<file path="config.mk">
export PLATFORM = sky130hd
export DESIGN_NAME = vga_timing_gen_flat
export DESIGN_NICKNAME = d
export VERILOG_FILES = /design/src/rtl/vga_pkg.sv /design/src/rtl/vga_if.sv /design/src/rtl/vga_axis_counter.sv /design/src/rtl/vga_timing_gen.sv /design/src/flat_wrapper.sv
export SDC_FILE = /design/constraint.sdc
export NUM_CORES = 1
export LEC_CHECK = 0
export ABC_AREA = 1
export CAP_MARGIN = 20
export CORE_ASPECT_RATIO = 0.9
export CORE_MARGIN = 1.5
export CORE_UTILIZATION = 52
export DETAILED_ROUTE_END_ITERATION = 10
export PLACE_DENSITY = 0.79
export SLEW_MARGIN = 30
export SYNTH_ARGS = -nofsm -noshare
export SYNTH_HDL_FRONTEND = slang
export SYNTH_SLANG_ARGS = --single-unit
</file>
<file path="constraint.sdc">
create_clock -name clk -period 2.15 [get_ports clk]
set_input_delay 0.3225 -clock clk [delete_from_list [all_inputs] [get_ports clk]]
set_output_delay 0.3225 -clock clk [all_outputs]
set_load 0.02 [all_outputs]
</file>
<file path="src/rtl/vga_pkg.sv">
// Shared raster timing defaults and helpers for the VGA pipeline.
package vga_pkg;
  localparam int COUNT_W  = 11;
  localparam int H_ACTIVE = 800;
  localparam int H_FP     = 40;
  localparam int H_SYNC   = 128;
  localparam int H_BP     = 88;
  localparam int V_ACTIVE = 600;
  localparam int V_FP     = 1;
  localparam int V_SYNC   = 4;
  localparam int V_BP     = 23;

  function automatic int axis_total(input int active, input int fp, input int sync, input int bp);
    return active + fp + sync + bp;
  endfunction

  localparam int H_TOTAL = axis_total(H_ACTIVE, H_FP, H_SYNC, H_BP);
  localparam int V_TOTAL = axis_total(V_ACTIVE, V_FP, V_SYNC, V_BP);
endpackage

</file>
<file path="src/rtl/vga_if.sv">
// Raster position and timing flags passed from the timing generator to draw stages.
interface vga_if;
  import vga_pkg::*;
  logic [COUNT_W-1:0] hcount;
  logic [COUNT_W-1:0] vcount;
  logic               hsync;
  logic               vsync;
  logic               hblnk;
  logic               vblnk;

  modport out (output hcount, vcount, hsync, vsync, hblnk, vblnk);
  modport in  (input  hcount, vcount, hsync, vsync, hblnk, vblnk);
endinterface

</file>
<file path="src/rtl/vga_axis_counter.sv">
// One raster axis: wrap counter plus blank/sync flags registered from the next count.
module vga_axis_counter
  import vga_pkg::*;
#(
  parameter int   W        = COUNT_W,
  parameter int   ACTIVE   = 800,
  parameter int   FP       = 40,
  parameter int   SYNC     = 128,
  parameter int   BP       = 88,
  parameter logic SYNC_POL = 1'b1
) (
  input  logic         clk_i,
  input  logic         rst_i,
  input  logic         inc_i,
  output logic [W-1:0] cnt_o,
  output logic         wrap_o,
  output logic         blnk_o,
  output logic         sync_o
);
  localparam int         TOTAL   = axis_total(ACTIVE, FP, SYNC, BP);
  localparam logic [W-1:0] LAST    = W'(TOTAL - 1);
  localparam logic [W-1:0] BLNK_LO = W'(ACTIVE);
  localparam logic [W-1:0] SYNC_LO = W'(ACTIVE + FP);
  localparam logic [W-1:0] SYNC_HI = W'(ACTIVE + FP + SYNC);

  logic [W-1:0] cnt_q, cnt_d;
  logic         blnk_q, blnk_d;
  logic         sync_q, sync_d;
  logic         last;

  assign last   = (cnt_q == LAST);
  assign wrap_o = inc_i & last;

  // Flags decode the value the counter is about to take, so they line up with it.
  always_comb begin
    cnt_d = cnt_q;
    if (inc_i) cnt_d = last ? '0 : cnt_q + W'(1);
    blnk_d = (cnt_d >= BLNK_LO);
    sync_d = (cnt_d >= SYNC_LO && cnt_d < SYNC_HI) ? SYNC_POL : ~SYNC_POL;
  end

  always_ff @(posedge clk_i) begin
    if (rst_i) begin
      cnt_q  <= '0;
      blnk_q <= 1'b0;
      sync_q <= ~SYNC_POL;
    end else begin
      cnt_q  <= cnt_d;
      blnk_q <= blnk_d;
      sync_q <= sync_d;
    end
  end

  assign cnt_o  = cnt_q;
  assign blnk_o = blnk_q;
  assign sync_o = sync_q;
endmodule

</file>
<file path="src/rtl/vga_timing_gen.sv">
// Raster timing source: H/V axis counters driving vga_if plus a frame-start pulse.
module vga_timing_gen #(
  parameter int   H_ACTIVE = vga_pkg::H_ACTIVE,
  parameter int   H_FP     = vga_pkg::H_FP,
  parameter int   H_SYNC   = vga_pkg::H_SYNC,
  parameter int   H_BP     = vga_pkg::H_BP,
  parameter int   V_ACTIVE = vga_pkg::V_ACTIVE,
  parameter int   V_FP     = vga_pkg::V_FP,
  parameter int   V_SYNC   = vga_pkg::V_SYNC,
  parameter int   V_BP     = vga_pkg::V_BP,
  parameter logic SYNC_POL = 1'b1
) (
  input  logic  clk,
  input  logic  rst,
  input  logic  ce,
  vga_if.out    vga_out,
  output logic  frame_start
);
  import vga_pkg::*;

  localparam int HT = axis_total(H_ACTIVE, H_FP, H_SYNC, H_BP);
  localparam int VT = axis_total(V_ACTIVE, V_FP, V_SYNC, V_BP);

  if (HT > 2048 || VT > 2048 || H_FP < 1 || H_SYNC < 1 || H_BP < 1 ||
      V_FP < 1 || V_SYNC < 1 || V_BP < 1) begin : g_bad_timing
    $fatal(1, "vga_timing_gen: illegal raster timing parameters");
  end

  logic [COUNT_W-1:0] h_cnt, v_cnt;
  logic h_wrap, v_wrap, h_blnk, v_blnk, h_sync, v_sync;
  logic frame_start_q, frame_start_d;

  vga_axis_counter #(
    .W(COUNT_W), .ACTIVE(H_ACTIVE), .FP(H_FP), .SYNC(H_SYNC), .BP(H_BP), .SYNC_POL(SYNC_POL)
  ) u_h (
    .clk_i(clk), .rst_i(rst), .inc_i(ce),
    .cnt_o(h_cnt), .wrap_o(h_wrap), .blnk_o(h_blnk), .sync_o(h_sync)
  );

  vga_axis_counter #(
    .W(COUNT_W), .ACTIVE(V_ACTIVE), .FP(V_FP), .SYNC(V_SYNC), .BP(V_BP), .SYNC_POL(SYNC_POL)
  ) u_v (
    .clk_i(clk), .rst_i(rst), .inc_i(ce & h_wrap),
    .cnt_o(v_cnt), .wrap_o(v_wrap), .blnk_o(v_blnk), .sync_o(v_sync)
  );

  // v_wrap already implies ce and a line wrap: the counts go to (0,0) on this edge.
  assign frame_start_d = v_wrap;

  always_ff @(posedge clk) begin
    if (rst) frame_start_q <= 1'b0;
    else     frame_start_q <= frame_start_d;
  end

  assign vga_out.hcount = h_cnt;
  assign vga_out.vcount = v_cnt;
  assign vga_out.hsync  = h_sync;
  assign vga_out.vsync  = v_sync;
  assign vga_out.hblnk  = h_blnk;
  assign vga_out.vblnk  = v_blnk;
  assign frame_start    = frame_start_q;
endmodule

</file>
<file path="src/flat_wrapper.sv">
// flat-port wrapper written by rule: the top's interface ports become plain ports
module vga_timing_gen_flat import vga_pkg::*;
#(
  parameter int   H_ACTIVE = vga_pkg::H_ACTIVE,
  parameter int   H_FP     = vga_pkg::H_FP,
  parameter int   H_SYNC   = vga_pkg::H_SYNC,
  parameter int   H_BP     = vga_pkg::H_BP,
  parameter int   V_ACTIVE = vga_pkg::V_ACTIVE,
  parameter int   V_FP     = vga_pkg::V_FP,
  parameter int   V_SYNC   = vga_pkg::V_SYNC,
  parameter int   V_BP     = vga_pkg::V_BP,
  parameter logic SYNC_POL = 1'b1
)
  (clk, rst, ce, frame_start, vga_out_hcount, vga_out_vcount, vga_out_hsync, vga_out_vsync, vga_out_hblnk, vga_out_vblnk);
  vga_if vga_out_i ();
  input  logic clk;
  input  logic rst;
  input  logic ce;
  output logic frame_start;
  output wire logic [$bits(vga_out_i.hcount)-1:0] vga_out_hcount;
  output wire logic [$bits(vga_out_i.vcount)-1:0] vga_out_vcount;
  output wire logic [$bits(vga_out_i.hsync)-1:0] vga_out_hsync;
  output wire logic [$bits(vga_out_i.vsync)-1:0] vga_out_vsync;
  output wire logic [$bits(vga_out_i.hblnk)-1:0] vga_out_hblnk;
  output wire logic [$bits(vga_out_i.vblnk)-1:0] vga_out_vblnk;
  assign vga_out_hcount = vga_out_i.hcount;
  assign vga_out_vcount = vga_out_i.vcount;
  assign vga_out_hsync = vga_out_i.hsync;
  assign vga_out_vsync = vga_out_i.vsync;
  assign vga_out_hblnk = vga_out_i.hblnk;
  assign vga_out_vblnk = vga_out_i.vblnk;
  vga_timing_gen #(.H_ACTIVE(H_ACTIVE), .H_FP(H_FP), .H_SYNC(H_SYNC), .H_BP(H_BP), .V_ACTIVE(V_ACTIVE), .V_FP(V_FP), .V_SYNC(V_SYNC), .V_BP(V_BP), .SYNC_POL(SYNC_POL)) u_core (.clk(clk), .rst(rst), .ce(ce), .vga_out(vga_out_i), .frame_start(frame_start));
endmodule
</file>
==> impl_metrics.csv <==
group,metric,value,unit
run_status,status,"finished clean",
finish,multi_input_area,987,sq um
detailed_routing,drtAntennaViolNets,0,
critical_path,reg2reg_from,"u_core.u_h.cnt_o[1]",
detailed_routing,dr.pass1.iters,4,
power_and_ir_drop,pwr_density_cell,401,mW/mm^2
detailed_routing,routed_wl,3.98,mm
sta,finalCriticalPeriod,1.92,ns
power_and_ir_drop,power,0.861,mW
floorplanning,num_rows,19,
run,drv_cap,0,
clock_network,clock-root-buffer,"clkbuf_8",
logic_synthesis,synth_common_cells,"nand2_1, nor2_1, inv_1, dfxtp_1, nand3_1",
global_routing,grt_first_pass_wirelength,7.05,mm
sta,slew_headroom,77.1,%
clock_network,cts_made_buffers,3,
critical_path,critPathRequiredTime,2.34,ns
power_and_ir_drop,p_leak,0.872,nW
global_routing,grt_antenna_before_repair,0,
critical_path,rrSetupSlack,0.23,ns
finish,antenna_cells,0,
sta,worstMarginPinSlew,0.343,ns
floorplanning,die_h,57.6,um
worst_hold_path,hold_depth,2,
clock_network,clock_path_buffers,2,
finish,syn_to_final_growth,24.8,%
finish,register_area,541,sq um
critical_path,start_kind,"register",
critical_path,path_class,"register to register",
power_and_ir_drop,clockPowerShare,34.9,%
global_routing,grt_overflow,0,
worst_hold_path,min_to,"u_core.u_h.cnt_o[1]",
logic_synthesis,syn_area,0.00172,sq mm
sta,hold_viol,0,
clock_network,cts_tree,"built",
global_routing,grt.total_usage,24.2,%
floorplanning,dieArea,0.00367,sq mm
critical_path,critPathMaxFanout,12,
logic_synthesis,synth_ff_type,"dfxtp_1",
logic_synthesis,synthArstFlopShare,0,%
worst_hold_path,hold_start,"u_core.u_h.cnt_o[1]",
clock_network,post_cts_buffers,0,
placement,io_buffers,29,
logic_synthesis,synth-seq-cells,27,
logic_synthesis,synth_area_leaders,"dfxtp_1, nand2_1, nor2_1",
sta,rsz0062_at_grt,"no",
critical_path,slowest_stage,"dfxtp_1",
sta,fmax,522,MHz
global_routing,grt_pass1_vias,1587,
power_and_ir_drop,p_seq_share,59.2,%
logic_synthesis,synth_warnings,0,
power_and_ir_drop,pwr-share-comb,5.9,%
critical_path,max_stage_delay,0.39,ns
global_routing,grt_start_max_net_pins,26,
finish,fillers,287,
critical_path,path_common_cell,"nand2_1",
sta,setup_viol,0,
floorplanning,core,0.00311,sq mm
critical_path,end_kind,"register",
power_and_ir_drop,internal_power,0.657,mW
finish,final_area,0.00215,sq mm
logic_synthesis,yosysTopAreaCellShare,31.4,%
finish,nets,307,
sta,slew_violations,0,
clock_network,cts_resized,0,
sta,setup_tns,0,ns
floorplanning,initial_core_util,55.3,%
logic_synthesis,syn_avg_cell_area,6.48,sq um
detailed_routing,via_per_inst,5.02,
critical_path,crit_chain,"ha_1 -> nand2_2 -> nor2_4 -> nand4_1 -> buf_12 -> nand2_1 -> nand2_1 -> nor2_2 -> inv_1 -> nor2_4 -> nand3_1 -> nand2_1 -> nor2_2",
clock_network,clk_latency,0.28,ns
detailed_routing,drt_iter0_markers,115,
critical_path,r2r-end,"u_core.u_v.sync_o",
logic_synthesis,synth_seq_area_share,31.4,%
critical_path,cp.arrival,2.11,ns
logic_synthesis,yosysUniqueCellTypes,31,
detailed_routing,wire_per_inst,11.6,um
clock_network,clk_transition_reported_paths,0.10,ns
finish,drive_gt1_share,16.6,%
detailed_routing,vias,1721,
power_and_ir_drop,vdd_drop_max,0.424,mV
power_and_ir_drop,swShare,23.7,%
worst_hold_path,hold_path_class,"register to register",
placement,gp_congestion,0.956,
logic_synthesis,synth_most_common_cell,"nand2_1",
sta,skew,0.00574,ns
critical_path,worst_r2r_path_depth,13,
power_and_ir_drop,switchingPower,0.204,mW
logic_synthesis,synth_edf_count,0,
logic_synthesis,syn_inst,266,
floorplanning,fp.dieW,63.7,um
floorplanning,io_pins,30,
placement,dp_hpwl,3.08,mm
logic_synthesis,synth_largest_area_cell,"dfxtp_1",
sta,period_share,89.2,%
logic_synthesis,syn_nets,271,
clock_network,cts_num_sinks,27,
clock_network,holdBufCountCts,0,
clock_network,cts_max_level,1,
detailed_routing,drc_errors,0,
placement,post_dp_cell_area,0.00210,sq mm
==> placed cells by master (no fill, tap or decap), types with 5 or more instances in the layout <==
master	count
nor2_1	34
nand3_1	20
a21oi_1	9
o21ai_0	5
nor2_2	9
nor3_1	5
clkdlybuf4s50_1	29
dfxtp_1	27
buf_4	7
nand2_2	8
xor2_1	6
inv_2	8
nand2_1	63
inv_1	33
nand4_1	7
==> flip-flops by register name, indices dropped and copies added, names as in the netlist <==
name / count
u_core.u_h.cnt_o: 11
u_core.u_h.sync_o: 1
u_core.frame_start: 1
u_core.u_v.sync_o: 1
u_core.u_v.cnt_o: 11
u_core.u_h.blnk_o: 1
u_core.u_v.blnk_o: 1
==> critical path, delay by kind of cell, from the launching register on <==
kind	cells	cell delay (ns)
fa+ha+maj	1	0.20
buf+inv	2	0.26
simple gates	10	0.95
flops	1	0.39
==> power groups by stage <==
stage / clock [mW] / sequential [mW] / combinational, mW
after floorplan: 0 / 0.526 / 0.0264
after global placement: 0 / 0.521 / 0.0509
after detailed placement: 0 / 0.522 / 0.0506
after CTS: 0.305 / 0.510 / 0.0511
after global routing: 0.323 / 0.511 / 0.0573
final: 0.300 / 0.510 / 0.0512
==> how the worst max path moves through the flow <==
stage / cells after the start / start / to
6_report: 13 / u_core.u_h.cnt_o[1] / u_core.u_v.sync_o
5_1_grt: 10 / ce / u_core.u_h.blnk_o
4_1_cts: 14 / u_core.u_v.cnt_o[1] / u_core.u_v.sync_o
3_5_place_dp: 10 / ce / u_core.u_h.blnk_o
3_3_place_gp: 10 / ce / u_core.u_h.blnk_o
2_1_floorplan: 14 / u_core.u_v.cnt_o[1] / u_core.u_v.sync_o
==> cell families after synthesis <==
family | count (synthesis) | synth area share [%]
AND/OR/NAND/NOR | 160 | 44.8
buffers and inverters | 48 | 11.5
flip-flops | 27 | 31.4
AO/OA/AOI/OAI | 22 | 7.33
XOR/XNOR | 7 | 3.56
adder cells (fa/ha/maj) | 2 | 1.45
==> metal layers <==
metal | vias up | GRT usage, % | wire length, um
met3 | 4 | 3.75 | 226
li1 | 910 | - | -
met2 | 41 | 38.6 | 1690
met5 | - | 0 | 0
met4 | 0 | 4.97 | 22
met1 | 766 | 35.0 | 2030
==> area by class of cell <==
cell class              instances  area share, %
flip-flops and latches         27           25.1
clock buffers                   3           1.92
inverters                      42           7.33
clock inverters                 1          0.349
repair buffers                 37           16.9
multi-input cells             191           45.9
well taps                      42           2.44
==> through the flow <==
stage                     std cells  hold WS, ns  util (%)  worst slack, ns
final                           343        0.513      69.0            0.233
after global routing            343        0.547      69.0          0.00128
after CTS                       343        0.520      68.9            0.172
after detailed placement        339        0.504      67.4          0.00970
after global placement          339        0.491      67.4           0.0649
after floorplan                 266        0.533         -            0.294
No activity file was read; power rests on OpenSTA's default activity.
